### src/rtl/lcd_frame_sequencer.sv
// Sends one 2-line character frame to the LCD transaction layer as address and character transactions.
// Optional build macro LCD_AUTO_REFRESH_EN re-sends the last frame after REFRESH_CYCLES idle cycles.
module lcd_frame_sequencer #(
  parameter int unsigned CHARS_PER_LINE = 16,
  parameter logic [6:0]  LINE1_ADDR     = 7'h00,
  parameter logic [6:0]  LINE2_ADDR     = 7'h40,
  parameter int unsigned TIMEOUT_CYCLES = 200000
`ifdef LCD_AUTO_REFRESH_EN
  , parameter int unsigned REFRESH_CYCLES = 5000000
`endif
) (
  input  logic                          clk,
  input  logic                          reset_n,
  input  logic                          start,
  input  logic [16*CHARS_PER_LINE-1:0]  frame_data,
  output logic                          do_set_dd_ram_addr,
  output logic [6:0]                    dd_ram_addr,
  output logic                          do_write_data,
  output logic [7:0]                    write_data,
  input  logic                          set_dd_ram_addr_done,
  input  logic                          send_data_done,
  output logic                          busy,
  output logic                          frame_done,
  output logic                          error
);
  localparam int unsigned FW = 16 * CHARS_PER_LINE;
  localparam int unsigned CW = (CHARS_PER_LINE > 1) ? $clog2(CHARS_PER_LINE) : 1;
  localparam int unsigned TW = (TIMEOUT_CYCLES > 1) ? $clog2(TIMEOUT_CYCLES) : 1;
  localparam logic [CW-1:0] COL_LAST = CW'(CHARS_PER_LINE - 1);
  localparam logic [TW-1:0] TMO_LAST = TW'(TIMEOUT_CYCLES - 1);

  typedef enum logic [2:0] {
    IDLE      = 3'd0,
    SET_ADDR  = 3'd1,
    WAIT_ADDR = 3'd2,
    SEND_CHAR = 3'd3,
    WAIT_CHAR = 3'd4,
    FINISH    = 3'd5
  } state_t;

  state_t          state_r, state_s;
  logic [FW-1:0]   shift_r, shift_s;
  logic            line_r, line_s;
  logic [CW-1:0]   col_r, col_s;
  logic [TW-1:0]   tmo_r, tmo_s;
  logic            do_addr_r, do_addr_s, do_wr_r, do_wr_s;
  logic [6:0]      addr_r, addr_s;
  logic [7:0]      wdata_r, wdata_s;
  logic            busy_r, busy_s, frame_done_r, frame_done_s, error_r, error_s;
  logic            go_s;
  logic [FW-1:0]   load_s;

`ifdef LCD_AUTO_REFRESH_EN
  localparam int unsigned RW = (REFRESH_CYCLES > 1) ? $clog2(REFRESH_CYCLES) : 1;
  localparam logic [RW-1:0] REF_LAST = RW'(REFRESH_CYCLES - 1);
  logic [FW-1:0]   frame_r, frame_s;
  logic [RW-1:0]   ref_cnt_r, ref_cnt_s;
  logic            have_frame_r, have_frame_s;
  logic            ref_hit_s;

  // Refresh trigger: idle counter runs only once a frame exists; an external start overrides the replay.
  always_comb begin
    ref_hit_s    = (state_r == IDLE) && have_frame_r && (ref_cnt_r == REF_LAST);
    go_s         = start || ref_hit_s;
    load_s       = start ? frame_data : frame_r;
    frame_s      = (state_r == IDLE && start) ? frame_data : frame_r;
    have_frame_s = have_frame_r || (state_r == IDLE && start);
    if (state_r == IDLE && have_frame_r) begin
      ref_cnt_s = ref_hit_s ? {RW{1'b0}} : ref_cnt_r + RW'(1);
    end else begin
      ref_cnt_s = {RW{1'b0}};
    end
  end

  // Refresh bookkeeping registers.
  always_ff @(posedge clk or negedge reset_n) begin
    if (!reset_n) begin
      frame_r      <= {FW{1'b0}};
      ref_cnt_r    <= {RW{1'b0}};
      have_frame_r <= 1'b0;
    end else begin
      frame_r      <= frame_s;
      ref_cnt_r    <= ref_cnt_s;
      have_frame_r <= have_frame_s;
    end
  end
`else
  // Frames are sent on external start only.
  always_comb begin
    go_s   = start;
    load_s = frame_data;
  end
`endif

  // Next-state and next-output logic; every output is registered from these values.
  always_comb begin
    state_s      = state_r;
    shift_s      = shift_r;
    line_s       = line_r;
    col_s        = col_r;
    tmo_s        = tmo_r;
    do_addr_s    = 1'b0;
    do_wr_s      = 1'b0;
    addr_s       = addr_r;
    wdata_s      = wdata_r;
    busy_s       = busy_r;
    frame_done_s = 1'b0;
    error_s      = error_r;
    case (state_r)
      IDLE: begin
        if (go_s) begin
          shift_s = load_s;
          error_s = 1'b0;
          busy_s  = 1'b1;
          line_s  = 1'b0;
          col_s   = {CW{1'b0}};
          state_s = SET_ADDR;
        end else begin
          state_s = IDLE;
        end
      end
      SET_ADDR: begin
        do_addr_s = 1'b1;
        addr_s    = line_r ? LINE2_ADDR : LINE1_ADDR;
        tmo_s     = {TW{1'b0}};
        state_s   = WAIT_ADDR;
      end
      WAIT_ADDR: begin
        if (set_dd_ram_addr_done) begin
          col_s   = {CW{1'b0}};
          state_s = SEND_CHAR;
        end else if (tmo_r == TMO_LAST) begin
          error_s = 1'b1;
          busy_s  = 1'b0;
          state_s = IDLE;
        end else begin
          tmo_s = tmo_r + TW'(1);
        end
      end
      SEND_CHAR: begin
        // The working copy is shifted as characters are acknowledged, so the next char is always on top.
        do_wr_s = 1'b1;
        wdata_s = shift_r[FW-1 -: 8];
        tmo_s   = {TW{1'b0}};
        state_s = WAIT_CHAR;
      end
      WAIT_CHAR: begin
        if (send_data_done) begin
          shift_s = {shift_r[FW-9:0], 8'h00};
          if (col_r == COL_LAST) begin
            if (!line_r) begin
              line_s  = 1'b1;
              state_s = SET_ADDR;
            end else begin
              state_s = FINISH;
            end
          end else begin
            col_s   = col_r + CW'(1);
            state_s = SEND_CHAR;
          end
        end else if (tmo_r == TMO_LAST) begin
          error_s = 1'b1;
          busy_s  = 1'b0;
          state_s = IDLE;
        end else begin
          tmo_s = tmo_r + TW'(1);
        end
      end
      FINISH: begin
        frame_done_s = 1'b1;
        busy_s       = 1'b0;
        state_s      = IDLE;
      end
      default: begin
        busy_s  = 1'b0;
        state_s = IDLE;
      end
    endcase
  end

  // State register.
  always_ff @(posedge clk or negedge reset_n) begin
    if (!reset_n) begin
      state_r <= IDLE;
    end else begin
      state_r <= state_s;
    end
  end

  // Datapath and output registers.
  always_ff @(posedge clk or negedge reset_n) begin
    if (!reset_n) begin
      shift_r      <= {FW{1'b0}};
      line_r       <= 1'b0;
      col_r        <= {CW{1'b0}};
      tmo_r        <= {TW{1'b0}};
      do_addr_r    <= 1'b0;
      do_wr_r      <= 1'b0;
      addr_r       <= 7'h00;
      wdata_r      <= 8'h00;
      busy_r       <= 1'b0;
      frame_done_r <= 1'b0;
      error_r      <= 1'b0;
    end else begin
      shift_r      <= shift_s;
      line_r       <= line_s;
      col_r        <= col_s;
      tmo_r        <= tmo_s;
      do_addr_r    <= do_addr_s;
      do_wr_r      <= do_wr_s;
      addr_r       <= addr_s;
      wdata_r      <= wdata_s;
      busy_r       <= busy_s;
      frame_done_r <= frame_done_s;
      error_r      <= error_s;
    end
  end

  assign do_set_dd_ram_addr = do_addr_r;
  assign dd_ram_addr        = addr_r;
  assign do_write_data      = do_wr_r;
  assign write_data         = wdata_r;
  assign busy               = busy_r;
  assign frame_done         = frame_done_r;
  assign error              = error_r;
endmodule

### config.mk
export PLATFORM = sky130hd
export DESIGN_NAME = lcd_frame_sequencer
export DESIGN_NICKNAME = d
export VERILOG_FILES = /design/src/rtl/lcd_frame_sequencer.sv
export SDC_FILE = /design/constraint.sdc
export NUM_CORES = 1
export LEC_CHECK = 0
export ABC_AREA = 1
export CAP_MARGIN = 20
export CELL_PAD_IN_SITES_DETAIL_PLACEMENT = 2
export CELL_PAD_IN_SITES_GLOBAL_PLACEMENT = 2
export CORE_ASPECT_RATIO = 1.25
export CORE_MARGIN = 2
export CORE_UTILIZATION = 28
export DETAILED_ROUTE_END_ITERATION = 8
export PLACE_DENSITY = 0.86
export SLEW_MARGIN = 20
export SYNTH_ARGS = -nofsm -noshare
export SYNTH_HDL_FRONTEND = slang
export SYNTH_SLANG_ARGS = --single-unit
### constraint.sdc
create_clock -name clk -period 1.5 [get_ports clk]
set_input_delay 0.3 -clock clk [delete_from_list [all_inputs] [get_ports clk]]
set_output_delay 0.3 -clock clk [all_outputs]
set_load 0.02 [all_outputs]
Word-level counts from Yosys, hierarchy flattened --
Cells that the tools add are included.
Word-level totals: register bits after elaboration 302, input bits 261
Operators by class: reductions and logical operators 11, equality and inequality tests 14, add/subtract/negate cells 2, muxes and demuxes 36, bitwise gates (word level) 1
Operators by type and width (number):
- $mux W256 | 2
- $pmux W256 S2 | 1
- $mux W18 | 3
- $pmux W18 S3 | 1
- $add A18 B1 Y18 const B | 1
- $eq A18 B18 Y1 const B | 1
- $mux W4 | 4
- $mux W3 | 5
- $pmux W3 S5 | 1
- $mux W1 | 14
- $ne A2 B2 Y1 const B | 7
- $pmux W4 S3 | 1
- $reduce_and A4 Y1 | 3
- $mux W7 | 1
- $eq A3 B2 Y1 const B | 2
- $eq A3 B3 Y1 const B | 2
- $reduce_and A3 Y1 | 2
- $reduce_bool A3 Y1 | 2
- $reduce_and A5 Y1 | 1
- $add A4 B1 Y4 const B | 1
- $eq A4 B4 Y1 const B | 1
- $pmux W1 S4 | 1
- $eq A3 B1 Y1 const B | 1
- $logic_not A3 Y1 | 1
- other kinds (5) | 5

Logic depth before layout (Yosys ltp) --
depth after elaboration 4, gate-level depth with buffers 10, depth with buffers taken out 10

Least setup slack after synthesis --
OpenSTA, ideal clock, no wires.
path type flip-flop to flip-flop, start point register tmo_r[0], end point register tmo_r[12], slack 0.001 ns, arrival 1.422 ns, required time 1.424 ns, stages on the path, launching flop included 8, library setup time 0.076 ns, clock period less this slack 1.499 ns, buffers on the path 0, path through dfrtp_1 ha_1 nand3_1 nor2_1 nand2_1 o21ai_0 nand3_1 o21ai_1
On the way: longest elaborated chain between the ends 4
RTL lines:
- start: declaration | RTL line 45 | logic [TW-1:0] tmo_r, tmo_s;
- start signal: assignment | RTL line 196 | tmo_r <= {TW{1'b0}};
- start signal: assignment | RTL line 208 | tmo_r <= tmo_s;
- $add A18 B1 Y18 or $eq A18 B18 Y1 (tied branches)
- $mux W18 * | RTL line 132, 161
- $mux W18, on equally long branches | RTL line 148, 129
- $pmux W18 S3 * | RTL line 109 | case (state_r)
Every way passes the cells marked *; elsewhere a longest branch is shown, timed or not. The select of a mux whose other input is x is not followed. A chain may end at the register's enable or synchronous reset.

Final worst setup path --
start point register state_r[0], end point register shift_r[98]
On the way: longest elaborated chain between the ends 3
RTL lines:
- start: declaration | RTL line 41 | state_t state_r, state_s;
- start signal: assignment | RTL line 186 | state_r <= state_s;
- $eq A3 B3 Y1 or $logic_not A3 Y1 (tied branches) | RTL line 109
- $ne A2 B2 Y1 (no source line) or $reduce_bool A2 Y1 (tied branches)
- $reduce_and A3 Y1 (no source line)
- end signal: assignment | RTL line 193 | shift_r <= {FW{1'b0}};
- end signal: assignment | RTL line 205 | shift_r <= shift_s;
- end: declaration | RTL line 42 | logic [FW-1:0] shift_r, shift_s;
Parallel ways exist; a longest one is shown, timed or not.

==> results.sh <==
export IMPL_synthAdderAreaFrac_pct=0.176
export IMPL_dr_first_iter_drc_count=786
export IMPL_final_antenna_net_count=0
export IMPL_antenna_found_initial=8
export IMPL_area_delta_synth_final_pct=65.9
export IMPL_num_rows=92
export IMPL_period_needed_ns=2.04
export IMPL_clock_latency_ns=0.54
export IMPL_p_leak_nw=10.0
export IMPL_yosysSeqAreaShare_pct=52.0
export IMPL_grt_usage_pct=27.0
export IMPL_pin_count=281
export IMPL_clkTransAtPathRegs_ns=0.07
export IMPL_cts_tree="built"
export IMPL_final_common_cell="dfrtp_1"
export IMPL_cp_arrival_ns=2.41
export IMPL_ir_worst_vdd_mv=1.08
export IMPL_wl_mm=79.2
export IMPL_numPortBuffers=274
export IMPL_fmax_mhz=490
export IMPL_ctsRootBufferMaster="clkbuf_16"
export IMPL_hp_class="in2async"
export IMPL_grt_pass1_wl_mm=108
export IMPL_die_width_um=206
export IMPL_finalClockSkew_ns=0.0332
export IMPL_synth_cell_type_count=34
export IMPL_routabilityCongestion=0.804
export IMPL_drc=0
export IMPL_dp_hpwl_mm=38.8
export IMPL_post_dp_cell_area_sq_um=18500
export IMPL_setup_viol=293
export IMPL_drv_slew=0
export IMPL_power_density_nw_per_um2=2090
export IMPL_utilization_pct=46.9
export IMPL_cts_htree_levels=2
export IMPL_synth_xor_area_share_pct=0.492
export IMPL_die_height_um=256
export IMPL_synth_mux_area_share_pct=0
export IMPL_path_class="reg2reg"
export IMPL_initial_utilization_pct=28.3
export IMPL_layout_nets=2394
export IMPL_synth_cell_area_sq_um=14200
export IMPL_fin_area_sq_um=23600
export IMPL_cp_max_fo=8
export IMPL_synth_compound_area_share_pct=23.5
export IMPL_hold_viol=0
export IMPL_grt_max_degree=76
export IMPL_syn_area_per_cell_sq_um=8.52
export IMPL_coreArea_sq_um=50300
export IMPL_rsz0062_at_grt="yes"
export IMPL_dp_slack_ns=-0.485
export IMPL_r2r_slack_ns=-0.54
export IMPL_syn_instance_count=1670
export IMPL_fin_ws_ns=-0.541
export IMPL_violations="setup timing"
export IMPL_regArea_sq_um=7410
export IMPL_cp_start_kind="register"
export IMPL_post_drt_wl_per_cell_um=28.1
export IMPL_fillers=5116
export IMPL_vias=15000
export IMPL_rr_worst_depth=10
export IMPL_first_pass_iters=5
export IMPL_synth_simple_area_share_pct=11.9
export IMPL_grt_pass1_vias=17200
export IMPL_drv_cap=0
export IMPL_drive_gt1_share_pct=24.9
export IMPL_synth_seq_cells=296
export IMPL_endpoint_kind="register"
export IMPL_required_ns=1.87
export IMPL_most_common_layout_cells="dfrtp_1, nand2_1, inv_1, clkdlybuf4s50_1, o211ai_1"
export IMPL_synth_top_family_by_area="compound AO/OA/AOI/OAI gates"
export IMPL_multiInputGateArea_sq_um=6050
export IMPL_cts_made_buffers=35
export IMPL_setup_tns_final_ns=-96.02
export IMPL_grt_overflow=0
export IMPL_cts_sinks=296
export IMPL_layout_worst_path_cycle_share_pct=136
export IMPL_status="complete, but fails checks"
export IMPL_cts_buffer_depth=3
export IMPL_die_area_sq_um=52700
export IMPL_viasPerCell=5.33
export IMPL_yosysWarnings=0
## layout make-up
class                   instances  share of cell area [%]
multi-input cells             979                    25.6
clock buffers                  52                    4.42
clock inverters                 8                   0.292
inverters                     279                    4.57
repair buffers                540                    30.1
well taps                     658                    3.49
diodes                          7                  0.0742
flip-flops and latches        296                    31.4
## registers in the layout (all words and copies together), names as in the netlist
register and flops:
do_set_dd_ram_addr 1, busy 1, tmo_r 18, write_data 8, error 1, do_write_data 1
col_r 4, state_r 3, shift_r 256, line_r 1, dd_ram_addr 1, frame_done 1
## where the power goes
group / internal [mW] / switching (mW)
clock: 4.98 / 3.77
sequential: 11.7 / 1.66
combinational: 12.2 / 15.1
total: 28.9 / 20.5
## through the flow
stage / hold WS [ns] / cells / power [mW]
finish: 0.210 / 2819 / 49.4
global route: 0.208 / 2819 / 51.8
CTS: 0.196 / 2756 / 43.7
global placement: 0.174 / 2609 / 26.6
floorplan: 0.00441 / 1675 / 21.8
detailed placement: 0.171 / 2609 / 28.2
## worst paths after layout
check / from / endpoint
worst max-delay path: state_r[0] / shift_r[98]
worst min-delay path: reset_n / shift_r[134]
worst max register to register: state_r[0] / shift_r[98]
worst min register to register: write_data[2] / write_data[2]
max in group asynchronous: reset_n / shift_r[12]
min in group clk: frame_data[4] / shift_r[4]
## routing by layer
metal	routed length (um)	global-route usage [%]	vias up
li1	-	-	6496
met1	29500	30.2	7751
met2	42000	49.7	534
met3	2980	3.72	240
met4	4690	12.9	2
met5	15	0	-
## timing repair
action / CTS / global route
hold endpoints to repair: 100 / 0
gates resized for setup: 279 / 277
cloned: 42 / 25
setup endpoints to repair: 299 / 293
hold buffers: 1 / 0
buffers inserted: 44 / 45
pin swaps: 23 / 44
## synth_stat cells
| cell | n | area share, % |
|---|---|---|
| nand2_2 | 2 | 0.088 |
| dfrtp_1 | 296 | 52 |
| nand3_1 | 25 | 0.88 |
| xor2_1 | 6 | 0.37 |
| a21oi_1 | 6 | 0.21 |
| clkbuf_2 | 1 | 0.035 |
| ha_1 | 2 | 0.18 |
| buf_2 | 74 | 2.6 |
| nor2_1 | 34 | 0.90 |
| conb_1 | 1 | 0.026 |
| nand2_1 | 341 | 9.0 |
| inv_1 | 274 | 7.2 |
| o22ai_1 | 3 | 0.13 |
| nand4_1 | 5 | 0.22 |
| nand2_4 | 3 | 0.24 |
| clkbuf_1 | 20 | 0.53 |
| and2_1 | 1 | 0.044 |
| or2_2 | 4 | 0.18 |
| buf_1 | 3 | 0.079 |
| clkinv_1 | 1 | 0.026 |
| inv_2 | 3 | 0.079 |
| o211ai_1 | 248 | 13 |
| o2111ai_1 | 1 | 0.062 |
| nand3b_1 | 1 | 0.053 |
| buf_4 | 20 | 1.1 |
| xnor2_1 | 2 | 0.12 |
| nor3_1 | 4 | 0.14 |
| inv_4 | 1 | 0.044 |
| buf_6 | 3 | 0.24 |
| o311ai_0 | 1 | 0.062 |
| nor2_4 | 1 | 0.079 |
| o21ai_1 | 187 | 6.6 |
| o21ai_0 | 95 | 3.3 |
| nand3_2 | 1 | 0.070 |
## worst max-delay path, cell delays in order, from the launching register on
cell and delay [ns]:
dfrtp_1 0.42, nor2_4 0.08, nand2_4 0.13, inv_16 0.06, buf_16 0.16, buf_16 0.16
buf_6 0.12, buf_8 0.13, buf_6 0.13, o211ai_1 0.28, o21ai_1 0.20
## cells by family after synthesis
kind of cell / after synthesis
AO/OA/AOI/OAI: 541
XOR/XNOR: 8
adder cells (fa/ha/maj): 2
buffers and inverters: 400
flip-flops: 296
other: 1
AND/OR/NAND/NOR: 422
Note: power is estimated with default switching activity, not from simulation.
==> patch, RTL diff (same settings) <==
Add a define of `LCD_AUTO_REFRESH_EN`.
--- a/src/rtl/lcd_frame_sequencer.sv
+++ b/src/rtl/lcd_frame_sequencer.sv
@@ -1,5 +1,7 @@
 // Sends one 2-line character frame to the LCD transaction layer as address and character transactions.
 // Optional build macro LCD_AUTO_REFRESH_EN re-sends the last frame after REFRESH_CYCLES idle cycles.
+`define LCD_AUTO_REFRESH_EN
+
 module lcd_frame_sequencer #(
   parameter int unsigned CHARS_PER_LINE = 16,
   parameter logic [6:0]  LINE1_ADDR     = 7'h00,
Formal check against the unedited RTL: no difference found for any inputs over 4 cycles, from zero or initial values and one cycle with reset_n low; that may be too few to reach the edited logic, so the function may still have changed.
==> patch against the original RTL <==
The run still ends with setup timing left. Largest cell class unchanged. Via count is 81% higher. Die area is 95% higher. First-iteration DRC count is 110% higher. Total power is 64% higher. Wire length is 69% higher. Final cell count is 82% higher. Sequential share of layout area is 5.2 points higher. Final area is 67% higher. Setup slack worse by 0.13 ns. Highest routed layer unchanged. Clock skew is 0.0070 ns higher. Sequential cell count is 280 higher. Synthesized area is 97% higher.
==> patch: results (changes against the original RTL) <==
Pleak=0.01878 uW (+87%); Synth area leaders=dfrtp_1, nand2_1, mux2_1; failing checks=setup timing; GRT Total Usage=0.2298 (-0.04019); antenna-violating nets left=0 (unchanged); mux share of post-synthesis cell area=0.07438 (+0.07438); Port Buffer Count=274 (unchanged); Max VDD drop=0.001044 V (-3.7%); clock buffer count from CTS=68 (+94%); largest net degree at the start of global routing=61 (-20%); Setup violations, final=579 (+98%); root buf cell=clkbuf_16; adder-cell share of the synthesized area=0.001339 (-0.0004191); HP Class=in -> async; Worst-path clk slew=0.07 ns (about the same); drt first pass iters=5 (unchanged); Seq/Total Area, Yosys=0.5143 (-0.006177); drt via density=5.283 (-0.87%); synth cell count leaders=nand2_1, dfrtp_1, nor2_1; share of layout cells above drive strength 1=0.2195 (-0.02930); clk_skew=0.04022 ns (+0.007021 ns); fin nets=4,027 (+68%); status=finished, violations left; initial antenna violation count=20 (+12); H-tree Lvls=3 (+1); slowest CP cell=dfrtp_1; Detailed Route Iter0 Violations=1,639 (+110%); Slew @ Worst Pin=0.6990 ns; clk buf depth=3 (unchanged); synth warn=0 (unchanged); Critical Path Max Stage Delay=0.43 ns; worst-path fanout max=7 (-1); global-route wire length before repair=183.6 mm (+70%); Yosys cell types=36 (+5.9%); worst slack, placed=-0.5910 ns (-0.1065 ns); placed wire-length estimate=74.82 mm (+93%); filler cell count=10,550 (+110%); Synth Area in Compound Gates=0.1126 (-0.1221); Area after DPL=34,320 sq um (+85%); worst-skew pair later-pin latency=0.66 ns (+0.12 ns); routability cong.=0.8003 (-0.46%); final wirelength=134.0 mm (+69%); Synth async-reset ratio=1.000 (unchanged); vias in the first global route=30,430 (+77%); fin worst setup slack=-0.6704 ns (-0.1299 ns); post-synthesis xor/xnor area fraction=0.005313 (+0.0003892); Top Registers=frame_r: 256 flops, shift_r: 256 flops, ref_cnt_r: 23 flops
-- patch: area by class of cell --
| type | count | area [sq um] | area share |
|---|---|---|---|
| flip-flops and latches | 576 | 14420 | 0.3657 |
| diodes | 10 | 25.02 | 0.0006347 |
| clock buffers | 95 | 1976 | 0.05011 |
| inverters | 225 | 857.1 | 0.02174 |
| repair buffers | 601 | 7074 | 0.1794 |
| multi-input cells | 2291 | 13000 | 0.3298 |
| clock inverters | 29 | 434.2 | 0.01101 |
| well taps | 1310 | 1639 | 0.04158 |
-- patch: what timing repair did --
item,4_1_cts,5_1_grt
hold endpoints to repair,263,0
resized for setup,155,326
setup endpoints to repair,579,585
setup buffers,15,20
cloned,16,26
hold buffers,1,0
pin swaps,20,46
-- patch: report_power, final --
group | internal (uW) | switching (uW)
Clock | 11000 | 7690
Sequential | 22600 | 4640
Combinational | 14800 | 20200
-- patch: worst paths after layout --
kind                                from       endpoint  cells after the start
min                              reset_n   frame_r[219]                      2
max                         ref_cnt_r[0]       col_r[0]                     14
max reg2reg                 ref_cnt_r[0]       col_r[0]                     14
max in group asynchronous        reset_n     state_r[1]                      4
min reg2reg                write_data[0]  write_data[0]                      2
min in group clk                   start         line_r                      4
-- patch: critical path: cells and delay by family (launching register included) --
family | cells | cell delay (ns)
buffers and inverters | 3 | 0.45
flip-flops | 1 | 0.43
adder cells (fa/ha/maj) | 1 | 0.20
AND/OR/NAND/NOR | 10 | 1.04
-- patch: cells by family after synthesis --
logic type	after synthesis
AO/OA/AOI/OAI	546
XOR/XNOR	17
adder cells (fa/ha/maj)	3
buffers and inverters	457
flip-flops	576
multiplexers	186
other	1
AND/OR/NAND/NOR	1532
-- patch: routing by layer --
| layer | share of wire | GRT usage |
|---|---|---|
| met2 | 0.52 | 0.4218 |
| met1 | 0.38 | 0.2626 |
| met4 | 0.057 | 0.1013 |
| met3 | 0.044 | 0.03467 |
| met5 | 0.00094 | 0 |
-- patch: metrics by stage --
step | cells | power, uW | hold WS [ns] | TNS [ns]
floorplan | 3323 | 42260 | 0.004409 | -89.71
global placement | 4937 | 50130 | 0.2379 | -152.30
detailed placement | 4937 | 52680 | 0.2366 | -234.35
CTS | 5093 | 75070 | 0.1249 | -207.40
global route | 5137 | 84890 | 0.1757 | -278.57
finish | 5137 | 80880 | 0.1755 | -250.30
